## config.mk

```make
export PLATFORM = sky130hd
export DESIGN_NAME = lcd_if_ctrl_flat
export DESIGN_NICKNAME = d
export VERILOG_FILES = /design/src/rtl/lcd_if_ctrl_if.sv /design/src/rtl/lcd_if_ctrl.sv /design/src/flat_wrapper.sv
export SDC_FILE = /design/constraint.sdc
export NUM_CORES = 1
export LEC_CHECK = 0
export BUFFER_PORTS_ARGS = -buffer_cell sky130_fd_sc_hd__buf_2
export CAP_MARGIN = 20
export CORE_ASPECT_RATIO = 0.5
export CORE_UTILIZATION = 40
export DETAILED_ROUTE_END_ITERATION = 8
export PLACE_DENSITY = 0.7
export SYNTH_ARGS = -nofsm -noshare
export SYNTH_HDL_FRONTEND = slang
export SYNTH_SLANG_ARGS = --single-unit
export TNS_END_PERCENT = 20
```

## constraint.sdc

```tcl
create_clock -name clk -period 2.6 [get_ports clk]
set_clock_uncertainty 0.05 [all_clocks]
set_input_delay 0.26 -clock clk [delete_from_list [all_inputs] [get_ports clk]]
set_output_delay 0.26 -clock clk [all_outputs]
set_load 0.01 [all_outputs]
```

## src/rtl/lcd_if_ctrl_if.sv

```systemverilog
// ---------------------------------------------------------------------------
// lcd_if_ctrl_if -- host-side write port of the LCD interface controller.
//
// The host (master) presents {wr_rs, wr_data} with wr_valid; the controller
// (slave) accepts when wr_ready is high and reports busy / fifo_count.
//
//   wr_valid    master -> slave  host presents a word
//   wr_rs       master -> slave  0 = instruction, 1 = display data
//   wr_data     master -> slave  8-bit word
//   wr_ready    slave -> master  FIFO can accept a word this cycle
//   busy        slave -> master  FIFO non-empty or transfer/wait in progress
//   fifo_count  slave -> master  current FIFO occupancy
// ---------------------------------------------------------------------------
interface lcd_if_ctrl_if #(
  parameter int FIFO_DEPTH = 8
) ();
  localparam int CNT_W = $clog2(FIFO_DEPTH) + 1;

  logic             wr_valid;
  logic             wr_ready;
  logic             wr_rs;
  logic [7:0]       wr_data;
  logic             busy;
  logic [CNT_W-1:0] fifo_count;

  modport master (
    output wr_valid, wr_rs, wr_data,
    input  wr_ready, busy, fifo_count
  );

  modport slave (
    input  wr_valid, wr_rs, wr_data,
    output wr_ready, busy, fifo_count
  );
endinterface

```

## src/rtl/lcd_if_ctrl.sv

```systemverilog
// ---------------------------------------------------------------------------
// lcd_if_ctrl -- write-only HD44780-style LCD bus controller.
//
// Host words are queued in a small FIFO and replayed onto the LCD bus with
// programmable setup / enable / hold timing, followed by a command execution
// wait (long wait for Clear/Home). 4-bit mode sends each word as two nibbles
// on LCD[7:4].
//
// Ports:
//   clk     system clock, rising edge
//   reset   asynchronous active-low reset
//   host    lcd_if_ctrl_if.slave (wr_valid/wr_ready/wr_rs/wr_data, busy,
//           fifo_count)
//   LCD     LCD data bus (registered)
//   lcdRS   register select (registered)
//   lcdRW   read/write, tied low (write-only)
//   lcdEn   enable strobe (registered, glitch-free)
//
// Parameter legality (not checked in hardware): DATA_MODE in {4, 8};
// FIFO_DEPTH a power of 2 >= 2; all *_CYCLES >= 1.
// ---------------------------------------------------------------------------
module lcd_if_ctrl #(
  parameter int DATA_MODE    = 8,
  parameter int FIFO_DEPTH   = 8,
  parameter int SETUP_CYCLES = 2,
  parameter int EN_CYCLES    = 12,
  parameter int HOLD_CYCLES  = 2,
  parameter int EXEC_CYCLES  = 2000,
  parameter int CLEAR_CYCLES = 80000
) (
  input  logic         clk,
  input  logic         reset,
  lcd_if_ctrl_if.slave host,
  output logic [7:0]   LCD,
  output logic         lcdRS,
  output logic         lcdRW,
  output logic         lcdEn
);

  localparam int PTR_W = $clog2(FIFO_DEPTH);
  localparam int CNT_W = PTR_W + 1;

  // One down-counter times every state, so it must hold the longest phase.
  localparam int MAX_W  = (CLEAR_CYCLES > EXEC_CYCLES) ? CLEAR_CYCLES : EXEC_CYCLES;
  localparam int MAX_SE = (SETUP_CYCLES > EN_CYCLES) ? SETUP_CYCLES : EN_CYCLES;
  localparam int MAX_SH = (MAX_SE > HOLD_CYCLES) ? MAX_SE : HOLD_CYCLES;
  localparam int MAX_T  = (MAX_W > MAX_SH) ? MAX_W : MAX_SH;
  localparam int TMR_W  = $clog2(MAX_T + 1);

  localparam logic [TMR_W-1:0] SETUP_LD = TMR_W'(SETUP_CYCLES - 1);
  localparam logic [TMR_W-1:0] EN_LD    = TMR_W'(EN_CYCLES - 1);
  localparam logic [TMR_W-1:0] HOLD_LD  = TMR_W'(HOLD_CYCLES - 1);
  localparam logic [TMR_W-1:0] EXEC_LD  = TMR_W'(EXEC_CYCLES - 1);
  localparam logic [TMR_W-1:0] CLEAR_LD = TMR_W'(CLEAR_CYCLES - 1);

  typedef enum logic [2:0] {
    ST_IDLE,
    ST_SETUP,
    ST_EN_HI,
    ST_HOLD,
    ST_WAIT
  } state_t;

  // ---------------------------------------------------------------- FIFO
  logic [8:0]       mem [FIFO_DEPTH];
  logic [PTR_W-1:0] wptr, rptr;
  logic [CNT_W-1:0] count;
  logic             push, pop;
  logic [8:0]       head;

  // Ready comes from the registered count only: a pop in the same cycle
  // does not open a full FIFO.
  assign host.wr_ready   = (count < CNT_W'(FIFO_DEPTH));
  assign host.fifo_count = count;
  assign push            = host.wr_valid && host.wr_ready;
  assign head            = mem[rptr];

  // NOTE: sequential state uses non-blocking (<=) so every register samples
  // pre-edge values; blocking here would create order-dependent races.
  always_ff @(posedge clk or negedge reset) begin
    if (!reset) begin
      wptr  <= '0;
      rptr  <= '0;
      count <= '0;
    end else begin
      if (push) wptr <= wptr + 1'b1;   // power-of-2 depth: natural wrap
      if (pop)  rptr <= rptr + 1'b1;
      case ({push, pop})
        2'b10:   count <= count + 1'b1;
        2'b01:   count <= count - 1'b1;
        default: ;                     // idle, or push+pop leaves count
      endcase
    end
  end

  // NOTE: storage is not reset; pointers and count define validity, and
  // leaving the array out of reset lets it map onto plain RAM.
  always_ff @(posedge clk) begin
    if (push) mem[wptr] <= {host.wr_rs, host.wr_data};
  end

  // ---------------------------------------------------------------- FSM
  state_t           state_q, state_d;
  logic [TMR_W-1:0] tmr_q, tmr_d;
  logic             beat_q, beat_d;    // 0 = first beat, 1 = second nibble
  logic [8:0]       cur_q, cur_d;      // word in flight {rs, data}
  logic [7:0]       lcd_q, lcd_d;
  logic             rs_q, rs_d;
  logic             en_q, en_d;
  logic             tmr_zero;
  logic             is_clear;

  function automatic logic [7:0] first_beat(input logic [7:0] d);
    return (DATA_MODE == 4) ? {d[7:4], 4'h0} : d;
  endfunction

  assign tmr_zero = (tmr_q == '0);
  // Clear (0x01) and Home (0x02/0x03) need the long execution wait.
  assign is_clear = !cur_q[8] && (cur_q[7:2] == 6'b0);

  always_ff @(posedge clk or negedge reset) begin
    if (!reset) begin
      state_q <= ST_IDLE;
      tmr_q   <= '0;
      beat_q  <= 1'b0;
      cur_q   <= '0;
      lcd_q   <= 8'h00;
      rs_q    <= 1'b0;
      en_q    <= 1'b0;
    end else begin
      state_q <= state_d;
      tmr_q   <= tmr_d;
      beat_q  <= beat_d;
      cur_q   <= cur_d;
      lcd_q   <= lcd_d;
      rs_q    <= rs_d;
      en_q    <= en_d;
    end
  end

  // NOTE: every output of this block gets a default first, so no path
  // leaves a signal unassigned and no latch is inferred.
  always_comb begin
    state_d = state_q;
    tmr_d   = tmr_q;
    beat_d  = beat_q;
    cur_d   = cur_q;
    lcd_d   = lcd_q;
    rs_d    = rs_q;
    en_d    = en_q;
    pop     = 1'b0;

    case (state_q)
      ST_IDLE: begin
        if (count != '0) begin
          pop     = 1'b1;
          cur_d   = head;
          rs_d    = head[8];
          lcd_d   = first_beat(head[7:0]);
          beat_d  = 1'b0;
          tmr_d   = SETUP_LD;
          state_d = ST_SETUP;
        end
      end
      ST_SETUP: begin
        if (tmr_zero) begin
          en_d    = 1'b1;
          tmr_d   = EN_LD;
          state_d = ST_EN_HI;
        end else begin
          tmr_d = tmr_q - 1'b1;
        end
      end
      ST_EN_HI: begin
        if (tmr_zero) begin
          en_d    = 1'b0;
          tmr_d   = HOLD_LD;
          state_d = ST_HOLD;
        end else begin
          tmr_d = tmr_q - 1'b1;
        end
      end
      ST_HOLD: begin
        if (tmr_zero) begin
          if (DATA_MODE == 4 && !beat_q) begin
            beat_d  = 1'b1;
            lcd_d   = {cur_q[3:0], 4'h0};
            tmr_d   = SETUP_LD;
            state_d = ST_SETUP;
          end else begin
            tmr_d   = is_clear ? CLEAR_LD : EXEC_LD;
            state_d = ST_WAIT;
          end
        end else begin
          tmr_d = tmr_q - 1'b1;
        end
      end
      ST_WAIT: begin
        if (tmr_zero) state_d = ST_IDLE;  // counter is already 0 for IDLE
        else          tmr_d   = tmr_q - 1'b1;
      end
      default: state_d = ST_IDLE;
    endcase
  end

  assign LCD       = lcd_q;
  assign lcdRS     = rs_q;
  assign lcdRW     = 1'b0;
  assign lcdEn     = en_q;
  assign host.busy = (state_q != ST_IDLE) || (count != '0);

endmodule

```

## src/flat_wrapper.sv

```systemverilog
// flat-port wrapper written by rule: the top's interface ports become plain ports
module lcd_if_ctrl_flat 
#(
  parameter int DATA_MODE    = 8,
  parameter int FIFO_DEPTH   = 8,
  parameter int SETUP_CYCLES = 2,
  parameter int EN_CYCLES    = 12,
  parameter int HOLD_CYCLES  = 2,
  parameter int EXEC_CYCLES  = 2000,
  parameter int CLEAR_CYCLES = 80000
)
  (clk, reset, LCD, lcdRS, lcdRW, lcdEn, host_wr_valid, host_wr_rs, host_wr_data, host_wr_ready, host_busy, host_fifo_count);
  lcd_if_ctrl_if #(.FIFO_DEPTH(FIFO_DEPTH)) host_i ();
  input  logic clk;
  input  logic reset;
  output logic [7:0] LCD;
  output logic lcdRS;
  output logic lcdRW;
  output logic lcdEn;
  input wire logic [$bits(host_i.wr_valid)-1:0] host_wr_valid;
  input wire logic [$bits(host_i.wr_rs)-1:0] host_wr_rs;
  input wire logic [$bits(host_i.wr_data)-1:0] host_wr_data;
  output wire logic [$bits(host_i.wr_ready)-1:0] host_wr_ready;
  output wire logic [$bits(host_i.busy)-1:0] host_busy;
  output wire logic [$bits(host_i.fifo_count)-1:0] host_fifo_count;
  assign host_i.wr_valid = host_wr_valid;
  assign host_i.wr_rs = host_wr_rs;
  assign host_i.wr_data = host_wr_data;
  assign host_wr_ready = host_i.wr_ready;
  assign host_busy = host_i.busy;
  assign host_fifo_count = host_i.fifo_count;
  lcd_if_ctrl #(.DATA_MODE(DATA_MODE), .FIFO_DEPTH(FIFO_DEPTH), .SETUP_CYCLES(SETUP_CYCLES), .EN_CYCLES(EN_CYCLES), .HOLD_CYCLES(HOLD_CYCLES), .EXEC_CYCLES(EXEC_CYCLES), .CLEAR_CYCLES(CLEAR_CYCLES)) u_core (.clk(clk), .reset(reset), .host(host_i), .LCD(LCD), .lcdRS(lcdRS), .lcdRW(lcdRW), .lcdEn(lcdEn));
endmodule
```

==> results.tsv <==
metric	value	unit
XOR/XNOR Fraction of Synth Area	1.70	%
DIE HEIGHT	82.2	µm
TritonCTS clock tree	yes	
drt wl/cell	16.5	µm
critical path launch point type	register	
Crit. End Element	register	
initial antenna violation count	0	
io pins	29	
final hold violation count	22	
largest family of logic cells by synthesized area	simple AND/OR/NAND/NOR gates	
syn nets	412	
I/O Buffers	27	
Max VDD drop	320	µV
# setup viols final	0	
gpl congestion	0.912	
multiplexer area fraction after synthesis	10.4	%
Core Util, Final	49.5	%
Rel. slew slack	39.3	%
Placement Setup Slack	0.0177	ns
total global-route track usage	16.3	%
cell count after synthesis	393	
leak pwr	2.25	nW
Sink Count	112	
Hold Path Class	input port to asynchronous set/reset pin	
fin crit share	95.6	%
register area share after synthesis	61.5	%
max-cap violations	0	
Crit Path Max Fanout	4	
fraction of the mapped netlist area in compound gates	10.1	%
main area contributors after synthesis	edfxtp_1 42%, dfrtp_1 19%, mux4_2 7.9%, nand2_1 2.8%, o21ai_0 2.4%	
flop and latch count out of synthesis	112	
fin. max-slew vios	0	
first drt pass iteration count	4	
Hold Slack	-0.0158	ns
clock buffer depth	2	
total clock buffers created by CTS	9	
Synth-to-Final Area Change	17.0	%
syn avg cell area	13.1	µm²
DRT antenna net count	0	
CTS H-tree lvls	3	
shortest period the worst path allows	2.48	ns
top-count cell post-synth	edfxtp_1	
Residual DRC	0	
failing checks	negative hold slack	
number of synthesized flops with an enable pin	72	
Initial Util	42.3	%
post-synthesis simple-gate area fraction	11.9	%
vias in the first global route	3230	
Post-synth ARST share	35.7	%
DR vias/cell	5.46	
Worst EP required	2.79	ns
die width	162	µm
CTS root buf	clkbuf_16	
first-pass GRT wire length	16400	µm
clk slew on worst S/H paths	0.08	ns
largest net degree at the start of global routing	41	
Synth top cells by count	72 x edfxtp_1, 40 x dfrtp_1, 39 x nand2_1	
Post-CTS Hold Fix Bufs	0	
status	complete, but fails checks	
CORE AREA	12200	µm²
Max Freq	403	MHz
final antenna diode count	0	
die area	13400	µm²
dpl hpwl	6900	µm
top_reg_cell synth	edfxtp_1	
# nets final	467	
setup ws final	0.116	ns
Total Routed Length	10200	µm
PnR Total Power	4.17	mW
setup slack, reg-to-reg	0.12	ns
critical path class	register to register	
routed via count	3372	
CP arrival	2.68	ns
gr ovfl total	0	
fraction of layout cells with a size suffix above 1	25.4	%
Skew-Pair Late Insertion Delay	0.35	ns
Power per Cell Area	693	nW/µm²
Unique masters post-synth	56	
Slew @ Worst Pin	0.911	ns
final setup TNS	0	ns
top-area cell type share of the netlist area	42.0	%
Synth Area in Adders	1.85	%
most area-hungry cell type in the Yosys netlist	edfxtp_1	
Yosys warning count	0	
drt first-iter violations	226	
Mapped Area	5150	µm²
std cell rows	28	
## stage by stage
stage                     cell area (µm²)  std cells  hold slack (ns)
after global routing                 6020        618           0.0781
after CTS                            5990        617           0.0353
after global placement               5660        601            0.392
final                                6020        618          -0.0158
after floorplan                      5150        393          -0.0856
after detailed placement             5660        601            0.398
## area by class of cell
cell class	count	area (µm²)
sequential	112	3160
inverter	10	37.5
clock buffer	9	225
clock inverter	7	108
multi-input combinational	253	1880
fill	1028	6140
tap	165	206
timing repair buffer	62	398
## flip-flops by register name, indices dropped and copies added (netlist names)
name / cells
u_core.rptr: 3
u_core.mem: 72
u_core.cur_q: 1
u_core.lcdRS: 1
u_core.LCD: 7
u_core.tmr_q: 17
u_core.wptr: 3
u_core.state_q: 3
u_core.host.fifo_count: 4
u_core.lcdEn: 1
## critical path, stage by stage, from the launching register on
cell     delay [ns]
dfrtp_1        0.37
or2_2          0.33
or3_1          0.36
inv_2          0.11
ha_1           0.22
ha_1           0.25
a21o_1         0.20
a21oi_2        0.16
xnor2_1        0.13
nor2_1         0.07
xnor2_1        0.12
## repair_timing
| action | 4_1_cts | 5_1_grt |
|---|---|---|
| resized for setup | 0 | 8 |
| endpoints found under the setup margin | 0 | 16 |
| setup buffers | 0 | 1 |
## per-layer routing
| layer | GRT usage (%) | vias to the layer above | wire [µm] |
|---|---|---|---|
| met5 | 0 | - | 0 |
| met4 | 5.19 | 0 | 123 |
| met2 | 27.6 | 89 | 5010 |
| met1 | 21.3 | 1672 | 4650 |
| met3 | 3.40 | 14 | 408 |
| li1 | - | 1597 | - |
## cell usage in the layout (no fill, tap or decap), types with 5 or more instances in the layout
master,count
dfrtp_1,40
o22ai_1,6
nor2_1,31
o21ai_0,23
inv_1,9
mux4_2,18
buf_2,27
buf_4,35
nand3_1,9
clkbuf_16,9
nor3_1,11
ha_1,5
nand2_1,39
edfxtp_1,72
o211ai_1,5
a21oi_1,11
a21o_1,5
nand2b_1,5
mux2i_1,12
xnor2_1,8
## path summary, 6_finish.rpt
path                                                from                               endpoint  cells past startpoint
max in group asynchronous                          reset            u_core.tmr_q[7]$_DFFE_PN0P_                      1
min                                                reset             u_core.wptr[2]$_DFFE_PN0P_                      1
min in group clk                         host_wr_data[5]             u_core.mem[0][5]$_DFFE_PP_                      1
min reg2reg                    u_core.LCD[0]$_DFFE_PN0P_              u_core.LCD[0]$_DFFE_PN0P_                      2
max                        u_core.state_q[1]$_DFFE_PN0P_  u_core.host.fifo_count[3]$_DFFE_PN0P_                     10
max reg2reg                u_core.state_q[1]$_DFFE_PN0P_  u_core.host.fifo_count[3]$_DFFE_PN0P_                     10
## cells by family (layout without fill, tap and decap cells)
family	after synthesis	count (layout)
AOI/OAI and AO/OA	80	80
xor gates and xnor gates	10	10
adders and majority gates	7	7
buffers and inverters	28	88
DFF	112	112
muxes	31	31
other	1	1
and+or+nand+nor	124	124
## power by group
part           internal (mW)  switching, mW  total, mW  leakage [nW]
sequential              2.07         0.0980       2.17          1.12
combinational          0.229          0.284      0.514         0.970
clock                  0.787          0.697       1.48         0.160
total                   3.09           1.08       4.17          2.25
Power figures use the tool's default switching activity.
